$ cat src/rtl/stream_adder_pkg.sv
`default_nettype none
// ============================================================================
// Module   : stream_adder_pkg
// Purpose  : Shared lane result type and saturation-limit helpers for the
//            stream_adder datapath.
// Revision : 1.0 - initial multi-lane pipelined release
// ============================================================================
package stream_adder_pkg;

  // Widest lane the shared result type can carry; narrower lanes zero-fill.
  localparam int LANE_MAX_W = 64;

  // One lane's arithmetic outcome: value (low bits meaningful) and overflow.
  typedef struct packed {
    logic [LANE_MAX_W-1:0] result;
    logic                  ovf;
  } lane_res_t;

  // Largest representable value: all-ones unsigned, 0111..1 signed.
  function automatic logic [LANE_MAX_W-1:0] sat_max(input int width, input bit is_signed);
    logic [LANE_MAX_W-1:0] v;
    v = '0;
    for (int b = 0; b < LANE_MAX_W; b++) begin
      if ((b < width - 1) || ((b == width - 1) && !is_signed)) begin
        v[b] = 1'b1;
      end
    end
    return v;
  endfunction

  // Smallest representable value: zero unsigned, 1000..0 signed.
  function automatic logic [LANE_MAX_W-1:0] sat_min(input int width, input bit is_signed);
    logic [LANE_MAX_W-1:0] v;
    v = '0;
    for (int b = 0; b < LANE_MAX_W; b++) begin
      if (is_signed && (b == width - 1)) begin
        v[b] = 1'b1;
      end
    end
    return v;
  endfunction

endpackage
`default_nettype wire

$ cat src/rtl/stream_adder_if.sv
`default_nettype none
// ============================================================================
// Module   : stream_adder_if
// Purpose  : Valid/ready bundle carrying operand beats in and result beats
//            out of stream_adder. master = surrounding logic, slave = adder.
// Revision : 1.0 - initial multi-lane pipelined release
// ============================================================================
interface stream_adder_if #(
  parameter int DATA_WIDTH = 32,
  parameter int LANES      = 4
);

  logic                        in_valid;
  logic                        in_ready;
  logic [LANES*DATA_WIDTH-1:0] addend1;
  logic [LANES*DATA_WIDTH-1:0] addend2;
  logic                        out_valid;
  logic                        out_ready;
  logic [LANES*DATA_WIDTH-1:0] sum;
  logic [LANES-1:0]            overflow;

  modport master (
    output in_valid, addend1, addend2, out_ready,
    input  in_ready, out_valid, sum, overflow
  );

  modport slave (
    input  in_valid, addend1, addend2, out_ready,
    output in_ready, out_valid, sum, overflow
  );

endinterface
`default_nettype wire

$ cat src/rtl/stream_adder_lane_add.sv
`default_nettype none
// ============================================================================
// Module   : lane_add
// Purpose  : Combinational single-lane add with overflow detection and
//            optional saturation.
// Revision : 1.0 - initial multi-lane pipelined release
// ============================================================================
module lane_add
  import stream_adder_pkg::*;
#(
  parameter int DATA_WIDTH = 32,
  parameter bit SIGNED     = 1'b1,
  parameter bit SATURATE   = 1'b0
) (
  input  wire logic [DATA_WIDTH-1:0] a,
  input  wire logic [DATA_WIDTH-1:0] b,
  output lane_res_t                  res
);

  localparam int                    c_msb = DATA_WIDTH - 1;
  localparam logic [DATA_WIDTH-1:0] c_max = DATA_WIDTH'(sat_max(DATA_WIDTH, SIGNED));
  localparam logic [DATA_WIDTH-1:0] c_min = DATA_WIDTH'(sat_min(DATA_WIDTH, SIGNED));

  logic                  w_carry;
  logic [DATA_WIDTH-1:0] w_wrap;
  logic                  w_carry_into_msb;
  logic                  w_ovf;
  logic [DATA_WIDTH-1:0] w_sat;
  logic [DATA_WIDTH-1:0] w_val;

  assign {w_carry, w_wrap} = {1'b0, a} + {1'b0, b};

  // Signed overflow is carry-into-MSB differing from carry-out; this equals
  // "operands share a sign and the result sign differs".
  assign w_carry_into_msb = a[c_msb] ^ b[c_msb] ^ w_wrap[c_msb];
  assign w_ovf            = SIGNED ? (w_carry ^ w_carry_into_msb) : w_carry;

  // Signed overflow direction follows the common operand sign.
  assign w_sat = (SIGNED && a[c_msb]) ? c_min : c_max;
  assign w_val = (SATURATE && w_ovf) ? w_sat : w_wrap;

  assign res = {LANE_MAX_W'(w_val), w_ovf};

endmodule
`default_nettype wire

$ cat src/rtl/stream_adder.sv
`default_nettype none
// ============================================================================
// Module   : stream_adder
// Purpose  : Multi-lane pipelined valid/ready adder with bubble-collapsing
//            stages, per-lane overflow and sticky overflow history.
// Revision : 1.0 - initial multi-lane pipelined release
// ============================================================================
module stream_adder
  import stream_adder_pkg::*;
#(
  parameter int DATA_WIDTH = 32,
  parameter int LANES      = 4,
  parameter int STAGES     = 2,
  parameter bit SIGNED     = 1'b1,
  parameter bit SATURATE   = 1'b0
) (
  input  wire logic       clock,
  input  wire logic       reset,
  stream_adder_if.slave   bus,
  output logic [LANES-1:0] ovf_sticky,
  input  wire logic       ovf_clear
);

  localparam int c_bus_w = LANES * DATA_WIDTH;

  if (STAGES < 1) begin : g_bad_stages
    $error("stream_adder: STAGES must be at least 1");
  end
  if (DATA_WIDTH > LANE_MAX_W) begin : g_bad_width
    $error("stream_adder: DATA_WIDTH exceeds LANE_MAX_W");
  end

  lane_res_t [LANES-1:0]         w_res;
  logic [c_bus_w-1:0]            w_sum;
  logic [LANES-1:0]              w_ovf;
  logic [STAGES-1:0]             w_adv;
  logic                          w_out_xfer;
  logic [STAGES-1:0]             r_valid;
  logic [STAGES-1:0][c_bus_w-1:0] r_sum;
  logic [STAGES-1:0][LANES-1:0]  r_ovf;
  logic [LANES-1:0]              r_sticky;

  for (genvar i = 0; i < LANES; i++) begin : g_lane
    lane_add #(
      .DATA_WIDTH (DATA_WIDTH),
      .SIGNED     (SIGNED),
      .SATURATE   (SATURATE)
    ) u_lane_add (
      .a   (bus.addend1[i*DATA_WIDTH +: DATA_WIDTH]),
      .b   (bus.addend2[i*DATA_WIDTH +: DATA_WIDTH]),
      .res (w_res[i])
    );

    assign w_sum[i*DATA_WIDTH +: DATA_WIDTH] = w_res[i].result[DATA_WIDTH-1:0];
    assign w_ovf[i]                          = w_res[i].ovf;

    // Bits above DATA_WIDTH are always zero-filled and carry no information.
    if (DATA_WIDTH < LANE_MAX_W) begin : g_pad
      logic w_pad_unused;
      assign w_pad_unused = ^w_res[i].result[LANE_MAX_W-1:DATA_WIDTH];
    end
  end

  // A stage moves when it is empty or its successor moves; the sink is out_ready.
  always_comb begin
    logic w_chain;
    w_chain = bus.out_ready;
    w_adv   = '0;
    for (int k = STAGES - 1; k >= 0; k--) begin
      w_chain  = !r_valid[k] || w_chain;
      w_adv[k] = w_chain;
    end
  end

  // Combinational out_ready -> in_ready path; held low throughout reset.
  assign bus.in_ready = w_adv[0] & ~reset;

  // Stage 0 captures lane results on acceptance; later stages are pure delay.
  always_ff @(posedge clock or posedge reset) begin
    if (reset) begin
      r_valid <= '0;
      r_sum   <= '0;
      r_ovf   <= '0;
    end else begin
      if (w_adv[0]) begin
        r_valid[0] <= bus.in_valid;
        if (bus.in_valid) begin
          r_sum[0] <= w_sum;
          r_ovf[0] <= w_ovf;
        end
      end
      for (int k = 1; k < STAGES; k++) begin
        if (w_adv[k]) begin
          r_valid[k] <= r_valid[k-1];
          if (r_valid[k-1]) begin
            r_sum[k] <= r_sum[k-1];
            r_ovf[k] <= r_ovf[k-1];
          end
        end
      end
    end
  end

  assign bus.out_valid = r_valid[STAGES-1];
  assign bus.sum       = r_sum[STAGES-1];
  assign bus.overflow  = r_ovf[STAGES-1];
  assign w_out_xfer    = r_valid[STAGES-1] & bus.out_ready;

  // Sticky history: a delivered overflow sets its bit and beats a same-cycle clear.
  always_ff @(posedge clock or posedge reset) begin
    if (reset) begin
      r_sticky <= '0;
    end else begin
      r_sticky <= ({LANES{~ovf_clear}} & r_sticky) |
                  ({LANES{w_out_xfer}} & r_ovf[STAGES-1]);
    end
  end

  assign ovf_sticky = r_sticky;

endmodule
`default_nettype wire

$ cat src/flat_wrapper.sv
// flat-port wrapper written by rule: the top's interface ports become plain ports
module stream_adder_flat import stream_adder_pkg::*;
#(
  parameter int DATA_WIDTH = 32,
  parameter int LANES      = 4,
  parameter int STAGES     = 2,
  parameter bit SIGNED     = 1'b1,
  parameter bit SATURATE   = 1'b0
)
  (clock, reset, ovf_sticky, ovf_clear, bus_in_valid, bus_addend1, bus_addend2, bus_out_ready, bus_in_ready, bus_out_valid, bus_sum, bus_overflow);
  stream_adder_if #(.DATA_WIDTH(DATA_WIDTH), .LANES(LANES)) bus_i ();
  input  wire logic clock;
  input  wire logic reset;
  output logic [LANES-1:0] ovf_sticky;
  input  wire logic ovf_clear;
  input wire logic [$bits(bus_i.in_valid)-1:0] bus_in_valid;
  input wire logic [$bits(bus_i.addend1)-1:0] bus_addend1;
  input wire logic [$bits(bus_i.addend2)-1:0] bus_addend2;
  input wire logic [$bits(bus_i.out_ready)-1:0] bus_out_ready;
  output wire logic [$bits(bus_i.in_ready)-1:0] bus_in_ready;
  output wire logic [$bits(bus_i.out_valid)-1:0] bus_out_valid;
  output wire logic [$bits(bus_i.sum)-1:0] bus_sum;
  output wire logic [$bits(bus_i.overflow)-1:0] bus_overflow;
  assign bus_i.in_valid = bus_in_valid;
  assign bus_i.addend1 = bus_addend1;
  assign bus_i.addend2 = bus_addend2;
  assign bus_i.out_ready = bus_out_ready;
  assign bus_in_ready = bus_i.in_ready;
  assign bus_out_valid = bus_i.out_valid;
  assign bus_sum = bus_i.sum;
  assign bus_overflow = bus_i.overflow;
  stream_adder #(.DATA_WIDTH(DATA_WIDTH), .LANES(LANES), .STAGES(STAGES), .SIGNED(SIGNED), .SATURATE(SATURATE)) u_core (.clock(clock), .reset(reset), .bus(bus_i), .ovf_sticky(ovf_sticky), .ovf_clear(ovf_clear));
endmodule
$ cat config.mk
export PLATFORM = sky130hd
export DESIGN_NAME = stream_adder_flat
export DESIGN_NICKNAME = d
export VERILOG_FILES = /design/src/rtl/stream_adder_pkg.sv /design/src/rtl/stream_adder_if.sv /design/src/rtl/stream_adder_lane_add.sv /design/src/rtl/stream_adder.sv /design/src/flat_wrapper.sv
export SDC_FILE = /design/constraint.sdc
export NUM_CORES = 1
export LEC_CHECK = 0
export BUFFER_PORTS_ARGS = -buffer_cell sky130_fd_sc_hd__buf_4
export CAP_MARGIN = 25
export CORE_MARGIN = 2
export CORE_UTILIZATION = 50
export CTS_CLUSTER_DIAMETER = 50
export CTS_CLUSTER_SIZE = 30
export DETAILED_ROUTE_END_ITERATION = 10
export PLACE_DENSITY = 0.71
export RECOVER_POWER = 100
export SYNTH_ARGS = -nofsm -noshare
export SYNTH_HDL_FRONTEND = slang
export SYNTH_SLANG_ARGS = --single-unit
$ cat constraint.sdc
create_clock -name clock -period 12.34 [get_ports clock]
set_clock_uncertainty 0.2 [all_clocks]
set_input_delay 0.617 -clock clock [delete_from_list [all_inputs] [get_ports clock]]
set_output_delay 0.617 -clock clock [all_outputs]
set_load 0.01 [all_outputs]
==> results of run 1 <==
-- kinds of logic after synthesis --
group,Yosys count
xor gates and xnor gates,110
DFF,270
buffers and inverters,209
and+or+nand+nor,333
adders and majority gates,132
AOI/OAI and AO/OA,483
muxes,147
-- cell type report --
type                            count  area [sq um]
Fill cell                        3003         13500
Multi-Input combinational cell   1205          8780
Sequential cell                   270          6760
Timing Repair Buffer              405          2500
Clock buffer                       38           918
Tap cell                          448           561
Clock inverter                     25           289
Inverter                           27           103
-- stage by stage --
step	worst slack, ns	cells	hold slack, ns	total power, mW
3_5_place_dp	8.33	2353	0.262	2.37
3_3_place_gp	8.37	2353	0.257	2.34
4_1_cts	8.85	2416	0.111	3.42
6_report	5.49	2418	0.129	3.27
5_1_grt	4.56	2418	0.122	3.46
2_1_floorplan	4.08	1684	0.239	2.07
-- power by group through the flow --
stage,combinational [mW],clock [mW],sequential (mW)
6_report,0.949,1.04,1.28
5_1_grt,1.05,1.09,1.31
4_1_cts,1.08,1.06,1.28
3_5_place_dp,1.07,0,1.30
3_3_place_gp,1.06,0,1.29
2_1_floorplan,0.820,0,1.24
-- worst min-delay path by stage --
stage | end | slack [ns] | startpoint
2_1_floorplan | u_core.r_sum[11]$_DFFE_PP0P_ | 0.24 | u_core.r_sum[11]$_DFFE_PP0P_
4_1_cts | u_core.ovf_sticky[2]$_DFF_PP0_ | 0.11 | ovf_clear
3_5_place_dp | u_core.r_sum[89]$_DFFE_PP0P_ | 0.26 | u_core.r_sum[89]$_DFFE_PP0P_
5_1_grt | u_core.ovf_sticky[2]$_DFF_PP0_ | 0.12 | ovf_clear
3_3_place_gp | u_core.r_sum[125]$_DFFE_PP0P_ | 0.26 | u_core.r_sum[125]$_DFFE_PP0P_
6_report | u_core.ovf_sticky[1]$_DFF_PP0_ | 0.13 | ovf_clear
-- synth_stat cells, drive strengths merged (37+ instances only) --
cell type / count / share of area
buf: 145 / 0.062
nand2: 180 / 0.040
xnor2: 61 / 0.032
a21oi: 123 / 0.037
dfrtp: 270 / 0.40
xor2: 49 / 0.026
clkbuf: 37 / 0.0083
o21ai: 172 / 0.051
a21o: 64 / 0.029
nor2: 37 / 0.0083
ha: 128 / 0.095
mux2: 146 / 0.098
-- registers in the layout, summed over array words and instances, names as in the netlist --
signal               flops
u_core.r_sum           128
u_core.ovf_sticky        4
u_core.r_valid           2
u_core.r_ovf             4
u_core.bus.overflow      4
u_core.bus.sum         128
-- metal layers --
| layer | up-vias | routed length (um) | global-route usage |
|---|---|---|---|
| li1 | 6445 | - | - |
| met1 | 6245 | 17900 | 0.296 |
| met2 | 355 | 20200 | 0.405 |
| met3 | 88 | 2650 | 0.0527 |
| met4 | 2 | 1570 | 0.0893 |
| met5 | - | 12 | 0 |
-- timing repair --
action | 4_1_cts | 5_1_grt
resized for setup | 0 | 0
hold endpoints to repair | 0 | 29
hold buffers | 0 | 1
==> out/results.md, run 1 <==
| Step | Result | This run |
|:---|:---|:---|
| synthesis | Area fraction in and, or, nand and nor cells after synthesis | 0.0902 |
| synthesis | Distinct cell type count after synthesis | 64 |
| clock tree | Cell chosen for the clock root | clkbuf_16 |
| setup path | Critical path class | reg2reg |
| setup path | Worst r2r dst | u_core.r_sum[13]$_DFFE_PP0P_ |
| flow run | Max-cap viol count | 9 |
| worst hold path | Number of cells traversed by the worst hold path | 2 |
| timing | Summed negative setup slack over all endpoints | 0 ns |
| placed design | Port bufs | 398 |
| power | Share of power burned in combinational logic | 0.291 |
| setup path | Start of the worst register-to-register path | u_core.r_valid[1]$_DFFE_PP0P_ |
| layout | Commonest non-fill, non-tap cell in the layout | dfrtp_1 |
| outcome | Status | complete, but fails checks |
| setup path | Biggest cell delay along the critical path | 2.94 ns |
| timing | Unrepaired setup endpoints after global routing | false |
| drt | DRC marker count from the first detailed-route iteration | 613 |
| global routing | Number of global-route vias before repair | 13382 |
| layout | Most frequent cells in the layout | dfrtp_1, buf_4, nand2_1 |
| drt | TritonRoute pass-1 iters | 5 |
| layout | Nets | 2338 |
| drt | Via-per-instance ratio | 5.43 |
| timing | Final clock period utilization by the worst path | 0.555 |
| synthesis | EDFF count, synth | 0 |
| power | Seq pwr share | 0.392 |
| power | Cell Int Power | 2.16 mW |
| clock tree | Count of buffers added by post-CTS timing repair for setup | 0 |
| synthesis | Complex-gate fraction of the synthesized area | 0.176 |
| setup path | Crit path max-delay family | buffers and inverters |
| floorplanning | Starting density of the core | 0.504 |
| setup path | Number of cells traversed by the worst register-to-register path | 5 |
| global routing | Total global-route track usage | 0.238 |
| setup path | Critical path capture point type | flip-flop |
| drt | Antenna-violating nets left | 0 |
| global routing | Wire length of the first global-routing pass | 68400 um |
| layout | Core utilization of the finished layout | 0.597 |
| synthesis | Arithmetic-cell share of the synthesized area counting full adders, half adders and majority gates | 0.100 |
| layout | Number of antenna cells inserted | 0 |
| setup path | Maximum fanout count along the critical path | 107 |
| setup path | Critical path depth in cells | 5 |
| global routing | Maximum number of pins on one net before global-route repair | 140 |
| outcome | Violated checks | max-capacitance violations, max-slew violations |
| power | Highest ir drop seen on vdd | 111 uV |
| drt | Post-Route WL | 42300 um |
| synthesis | Post-synthesis xor/xnor area fraction | 0.0573 |
| floorplanning | I/O Pins | 399 |
| clock tree | CTS Buf Count | 36 |
| worst hold path | Class of the most critical hold timing path | in2reg |
| setup path | Data required time of the critical path | 12.32 ns |
| synthesis | Combinational family with the most area after synthesis | compound AO/OA/AOI/OAI gates |
| placed design | Standard cell area after detailed placement | 0.0192 sq mm |
| layout | Fraction of layout instances using a drive strength above 1 | 0.244 |
| synthesis | Share of the yosys chip area belonging to registers | 0.402 |
| clock tree | Clock Tree Buf Depth | 3 |
| global routing | Antenna violations before repair | 1 |
| timing | Final slew viol count | 672 |
| synthesis | Synthesized Nets | 2077 |
| setup path | Cell Chain, Critical Path | nor2b_1 > nand2_1 > nand2_1 > clkbuf_1 > o21ai_0 |
| layout | P&R area growth vs syn | 18.4% |
| clock tree | Worst skew pair latency | 0.52 ns |
| setup path | Worst path slowest cell | clkbuf_1 |
| drt | Total number of vias | 13135 |
| floorplanning | Core outline area | 0.0334 sq mm |
| timing | Peak Freq | 0.146 GHz |
| placed design | RePlAce Congestion | 0.889 |
| setup path | Crit start category | flip-flop |
| power | Switching share of power | 0.337 |
| timing | Least-Margin Pin Slew | 4.04 ns |
| clock tree | Clock net sink count | 270 |
| clock tree | Clock slew at reported path FFs | 0.07 ns |
| synthesis | Number of warnings issued by yosys | 0 |
| setup path | Setup crit end | u_core.r_sum[13]$_DFFE_PP0P_ |
| setup path | Most common cell on crit path | nand2_1 |
| setup path | Critical path startpoint | u_core.r_valid[1]$_DFFE_PP0P_ |
| floorplanning | Die Y-Extent | 187 um |
| synthesis | Post-Syn Area | 0.0168 sq mm |
| clock tree | TritonCTS clock tree | built |
| power | Clock power frac | 0.317 |
| placed design | Placed wire-length estimate | 32200 um |
| timing | Headroom to the max-slew limit | -1.70 |
| setup path | Bufs and invs on worst path | 1 |
| power | Static leakage | 9.31 nW |
| synthesis | Synthesized area divided by synthesized cell count | 9.99 sq um |
| synthesis | Synth Flop Type | dfrtp_1 |
| floorplanning | Die Footprint | 0.0351 sq mm |
| setup path | Arrival time reported for the critical path endpoint | 6.83 ns |
| layout | Total non-filler cell area in the finished layout | 0.0199 sq mm |
| drt | Detail-routed net length per standard cell | 17.5 um |
| synthesis | Synthesized instance count | 1684 |
| power | Net switching power figure | 1.10 mW |
| synthesis | Share of flip-flops with an asynchronous set or reset after synthesis | 1.00 |
| power | Power Dens Cells | 164 mW/mm^2 |
| global routing | Congestion Overflow GR | 0 |
| timing | Number of failing hold endpoints at the final stage | 0 |
| floorplanning | Cell row count | 67 |
| clock tree | H-tree level count | 2 |
| setup path | Setup slack, reg-to-reg | 5.49 ns |
| timing | # setup viols final | 0 |
| timing | Min Tclk post-route | 6.85 ns |
| drt | Post-route DRC violation count | 0 |
| floorplanning | Die W | 187 um |
| synthesis | Share of cell area taken by muxes after synthesis | 0.0983 |
| synthesis | Synthesis-stage register bit count | 270 |
No activity file was read; power rests on OpenSTA's default activity.
==> run 2: changes to the inputs <==
--- a/config.mk
+++ b/config.mk
@@ -5,6 +5,7 @@
 export SDC_FILE = /design/constraint.sdc
 export NUM_CORES = 1
 export LEC_CHECK = 0
+export ABC_AREA = 1
 export BUFFER_PORTS_ARGS = -buffer_cell sky130_fd_sc_hd__buf_4
 export CAP_MARGIN = 25
 export CORE_MARGIN = 2
@@ -12,7 +13,7 @@
 export CTS_CLUSTER_DIAMETER = 50
 export CTS_CLUSTER_SIZE = 30
 export DETAILED_ROUTE_END_ITERATION = 10
-export PLACE_DENSITY = 0.71
+export PLACE_DENSITY = 0.72
 export RECOVER_POWER = 100
 export SYNTH_ARGS = -nofsm -noshare
 export SYNTH_HDL_FRONTEND = slang
==> constraint.sdc (replaced) <==
create_clock -name clock -period 5.9 [get_ports clock]
set_clock_uncertainty 0.2 [all_clocks]
set_input_delay 0.295 -clock clock [delete_from_list [all_inputs] [get_ports clock]]
set_output_delay 0.295 -clock clock [all_outputs]
set_load 0.01 [all_outputs]
==> out/results.md, run 2 <==
| Step | Result | This run |
|:---|:---|:---|
| layout | Most frequent cells in the layout | nand2_1, inv_1, dfrtp_1 |
| timing | # setup viols final | 0 |
| setup path | Maximum fanout count along the critical path | 89 |
| synthesis | Synthesis-stage register bit count | 270 |
| layout | Commonest non-fill, non-tap cell in the layout | nand2_1 |
| layout | Total non-filler cell area in the finished layout | 0.0235 sq mm |
| global routing | Congestion Overflow GR | 0 |
| outcome | Status | complete, but fails checks |
| synthesis | Post-synthesis cell type with the largest combined area | dfrtp_1 |
| synthesis | Post-Syn Area | 0.0204 sq mm |
| drt | Detail-routed net length per standard cell | 15.6 um |
| synthesis | EDFF count, synth | 0 |
| drt | Antenna-violating nets left | 0 |
| setup path | Worst path slowest cell | nand2_1 |
| placed design | Standard cell area after detailed placement | 0.0229 sq mm |
| timing | Final slew viol count | 90 |
| setup path | Data required time of the critical path | 6.10 ns |
| timing | Summed negative setup slack over all endpoints | 0 ns |
| clock tree | CTS Buf Count | 36 |
| synthesis | Share of flip-flops with an asynchronous set or reset after synthesis | 1.00 |
| clock tree | H-tree level count | 2 |
| timing | Final clock period utilization by the worst path | 0.642 |
| synthesis | Top post-synthesis cells by area | dfrtp_1, nand2_1, ha_1 |
| timing | Min Tclk post-route | 3.79 ns |
| setup path | Critical path class | in2reg |
| worst hold path | Number of cells traversed by the worst hold path | 4 |
| placed design | Port bufs | 398 |
| power | Highest ir drop seen on vdd | 175 uV |
| global routing | Antenna violations before repair | 1 |
| floorplanning | Die Footprint | 0.0425 sq mm |
| placed design | Placed wire-length estimate | 45400 um |
| synthesis | Most frequent cell after synthesis | nand2_1 |
| global routing | Maximum number of pins on one net before global-route repair | 116 |
| setup path | Arrival time reported for the critical path endpoint | 3.99 ns |
| clock tree | Clock Tree Buf Depth | 3 |
| synthesis | Share of the yosys chip area belonging to registers | 0.331 |
| drt | DRC marker count from the first detailed-route iteration | 896 |
| timing | Slack of the critical path | 2.11 ns |
| drt | Post-Route WL | 57600 um |
| layout | Fraction of layout instances using a drive strength above 1 | 0.116 |
| clock tree | Cell chosen for the clock root | clkbuf_16 |
| layout | Count of fill cells added during filler insertion | 4150 |
| timing | Number of failing hold endpoints at the final stage | 0 |
| clock tree | Resized Gates After CTS | 0 |
| timing | Unrepaired setup endpoints after global routing | false |
| drt | Total number of vias | 18526 |
| global routing | Number of global-route vias before repair | 17912 |
| clock tree | Post-CTS Hold Fix Bufs | 23 |
| placed design | RePlAce Congestion | 0.934 |
| floorplanning | Die Y-Extent | 206 um |
| setup path | Most common cell on crit path | clkbuf_1 |
| floorplanning | Die W | 206 um |
| setup path | Critical path capture point type | flip-flop |
| synthesis | Synthesized instance count | 2851 |
| synthesis | Area share of the leading cell type in the synthesized netlist | 0.331 |
| outcome | Violated checks | max-capacitance violations, max-slew violations |
| floorplanning | Starting density of the core | 0.504 |
| layout | P&R area growth vs syn | 14.8% |
| clock tree | Count of buffers added by post-CTS timing repair for setup | 0 |
| power | Total design power | 7.44 mW |
| power | Power Dens Cells | 317 mW/mm^2 |
| setup path | Crit path max-delay family | buffers and inverters |
| global routing | Wire length of the first global-routing pass | 90900 um |
| drt | Post-route DRC violation count | 0 |
| clock tree | Clock slew at reported path FFs | 0.07 ns |
| drt | TritonRoute pass-1 iters | 5 |
| setup path | Biggest cell delay along the critical path | 1.31 ns |
| timing | Post-Route Hold Slack | 0.0313 ns |
| timing | Least-Margin Pin Slew | 1.95 ns |
| setup path | Number of cells traversed by the worst register-to-register path | 5 |
| floorplanning | Cell row count | 74 |
| synthesis | Post-synth top cells | nand2_1, inv_1, dfrtp_1 |
| drt | Via-per-instance ratio | 5.01 |
| setup path | Cell Chain, Critical Path | dlygate4sd3_1 > clkbuf_1 > inv_1 > nand3_1 > nand2_1 > clkbuf_1 > buf_16 > o21ai_0 |
| synthesis | Number of warnings issued by yosys | 0 |
| clock tree | TritonCTS clock tree | built |
| flow run | Max-cap viol count | 2 |
| setup path | Crit start category | input port |
| clock tree | Clock net sink count | 270 |
| floorplanning | Core outline area | 0.0406 sq mm |
| layout | Nets | 3536 |
| synthesis | Synthesized area divided by synthesized cell count | 7.17 sq um |
| synthesis | Synth Flop Type | dfrtp_1 |
| setup path | Bufs and invs on worst path | 5 |
| floorplanning | I/O Pins | 399 |
| synthesis | Synthesized Nets | 3244 |
| global routing | Total global-route track usage | 0.270 |
| timing | Headroom to the max-slew limit | -0.297 |
| worst hold path | Class of the most critical hold timing path | in2reg |
| clock tree | Worst skew pair latency | 0.54 ns |
| power | Static leakage | 13.0 nW |
| timing | Peak Freq | 0.264 GHz |
| synthesis | Distinct cell type count after synthesis | 37 |
| placed design | Worst setup timing slack at the placement stage | 3.13 ns |
| setup path | Critical path depth in cells | 8 |
[run 2: cell count changes in the layout (fill, tap and decap cells not counted), sizes merged, moves of 19 or more]
cell / before / now
nand2: 180 / 1073
inv: 37 / 425
nor2: 37 / 183
nand3: 26 / 153
o21ai: 172 / 107
a21o: 64 / 4
xor2: 49 / 5
mux2: 146 / 108
a21oi: 123 / 98
dlygate4sd3: 1 / 23
nand3b: 0 / 19
[run 2: area by class of cell]
| cell class | instances | area (sq um) | area share |
|---|---|---|---|
| clock buffers | 40 | 947 | 0.0404 |
| repair buffers | 431 | 2800 | 0.120 |
| inverters | 414 | 1560 | 0.0665 |
| well taps | 532 | 666 | 0.0284 |
| diodes | 1 | 2.50 | 0.000107 |
| flip-flops and latches | 270 | 6760 | 0.288 |
| clock inverters | 23 | 253 | 0.0108 |
| multi-input cells | 1990 | 10500 | 0.446 |
[run 2: cell families (layout without fill, tap and decap cells)]
group,Yosys count,after routing,synth area share
and+or+nand+nor,1475,1475,0.291
buffers and inverters,591,908,0.140
DFF,270,270,0.331
AOI/OAI and AO/OA,227,227,0.0592
adders and majority gates,132,132,0.0823
muxes,108,108,0.0762
xor gates and xnor gates,48,48,0.0206
other,0,1,0
[run 2: path summary, 6_finish.rpt]
kind | slack, ns | end | from
hold reg to reg | 0.27 | u_core.r_ovf[1]$_DFFE_PP0P_ | u_core.r_ovf[1]$_DFFE_PP0P_
setup / recovery | 2.11 | u_core.r_sum[67]$_DFFE_PP0P_ | bus_out_ready
hold / removal | 0.03 | u_core.r_sum[99]$_DFFE_PP0P_ | bus_addend2[99]
setup reg to reg | 2.18 | u_core.r_sum[67]$_DFFE_PP0P_ | u_core.r_valid[1]$_DFFE_PP0P_
max in group asynchronous | 2.37 | u_core.r_sum[40]$_DFFE_PP0P_ | reset
min in group asynchronous | 0.82 | u_core.r_sum[71]$_DFFE_PP0P_ | reset
[run 2: tightest hold or removal path: cells and delay by family]
kind / cells / cell delay (ns)
compound gates: 1 / 0.11
simple gates: 1 / 0.07
fa+ha+maj: 1 / 0.17
buf+inv: 1 / 0.08
[run 2: power by group]
part | internal (mW) | switching, mW | total (mW)
Combinational | 0.934 | 1.45 | 2.38
Sequential | 2.45 | 0.409 | 2.85
Clock | 1.25 | 0.953 | 2.21
[run 2: layer usage]
| layer | part of all wire | up-vias | routed length [um] | track usage |
|---|---|---|---|---|
| met5 | 0 | - | 0 | 0 |
| met1 | 0.44 | 8541 | 25100 | 0.350 |
| met4 | 0.029 | 0 | 1700 | 0.0783 |
| met3 | 0.056 | 100 | 3200 | 0.0416 |
| met2 | 0.48 | 525 | 27600 | 0.464 |
| li1 | - | 9360 | - | - |
[run 2: through the flow]
stage,utilization,instances
after floorplan,-,2851
after global placement,0.564,3612
after detailed placement,0.564,3613
after CTS,0.600,3699
after global routing,0.578,3701
final,0.578,3701
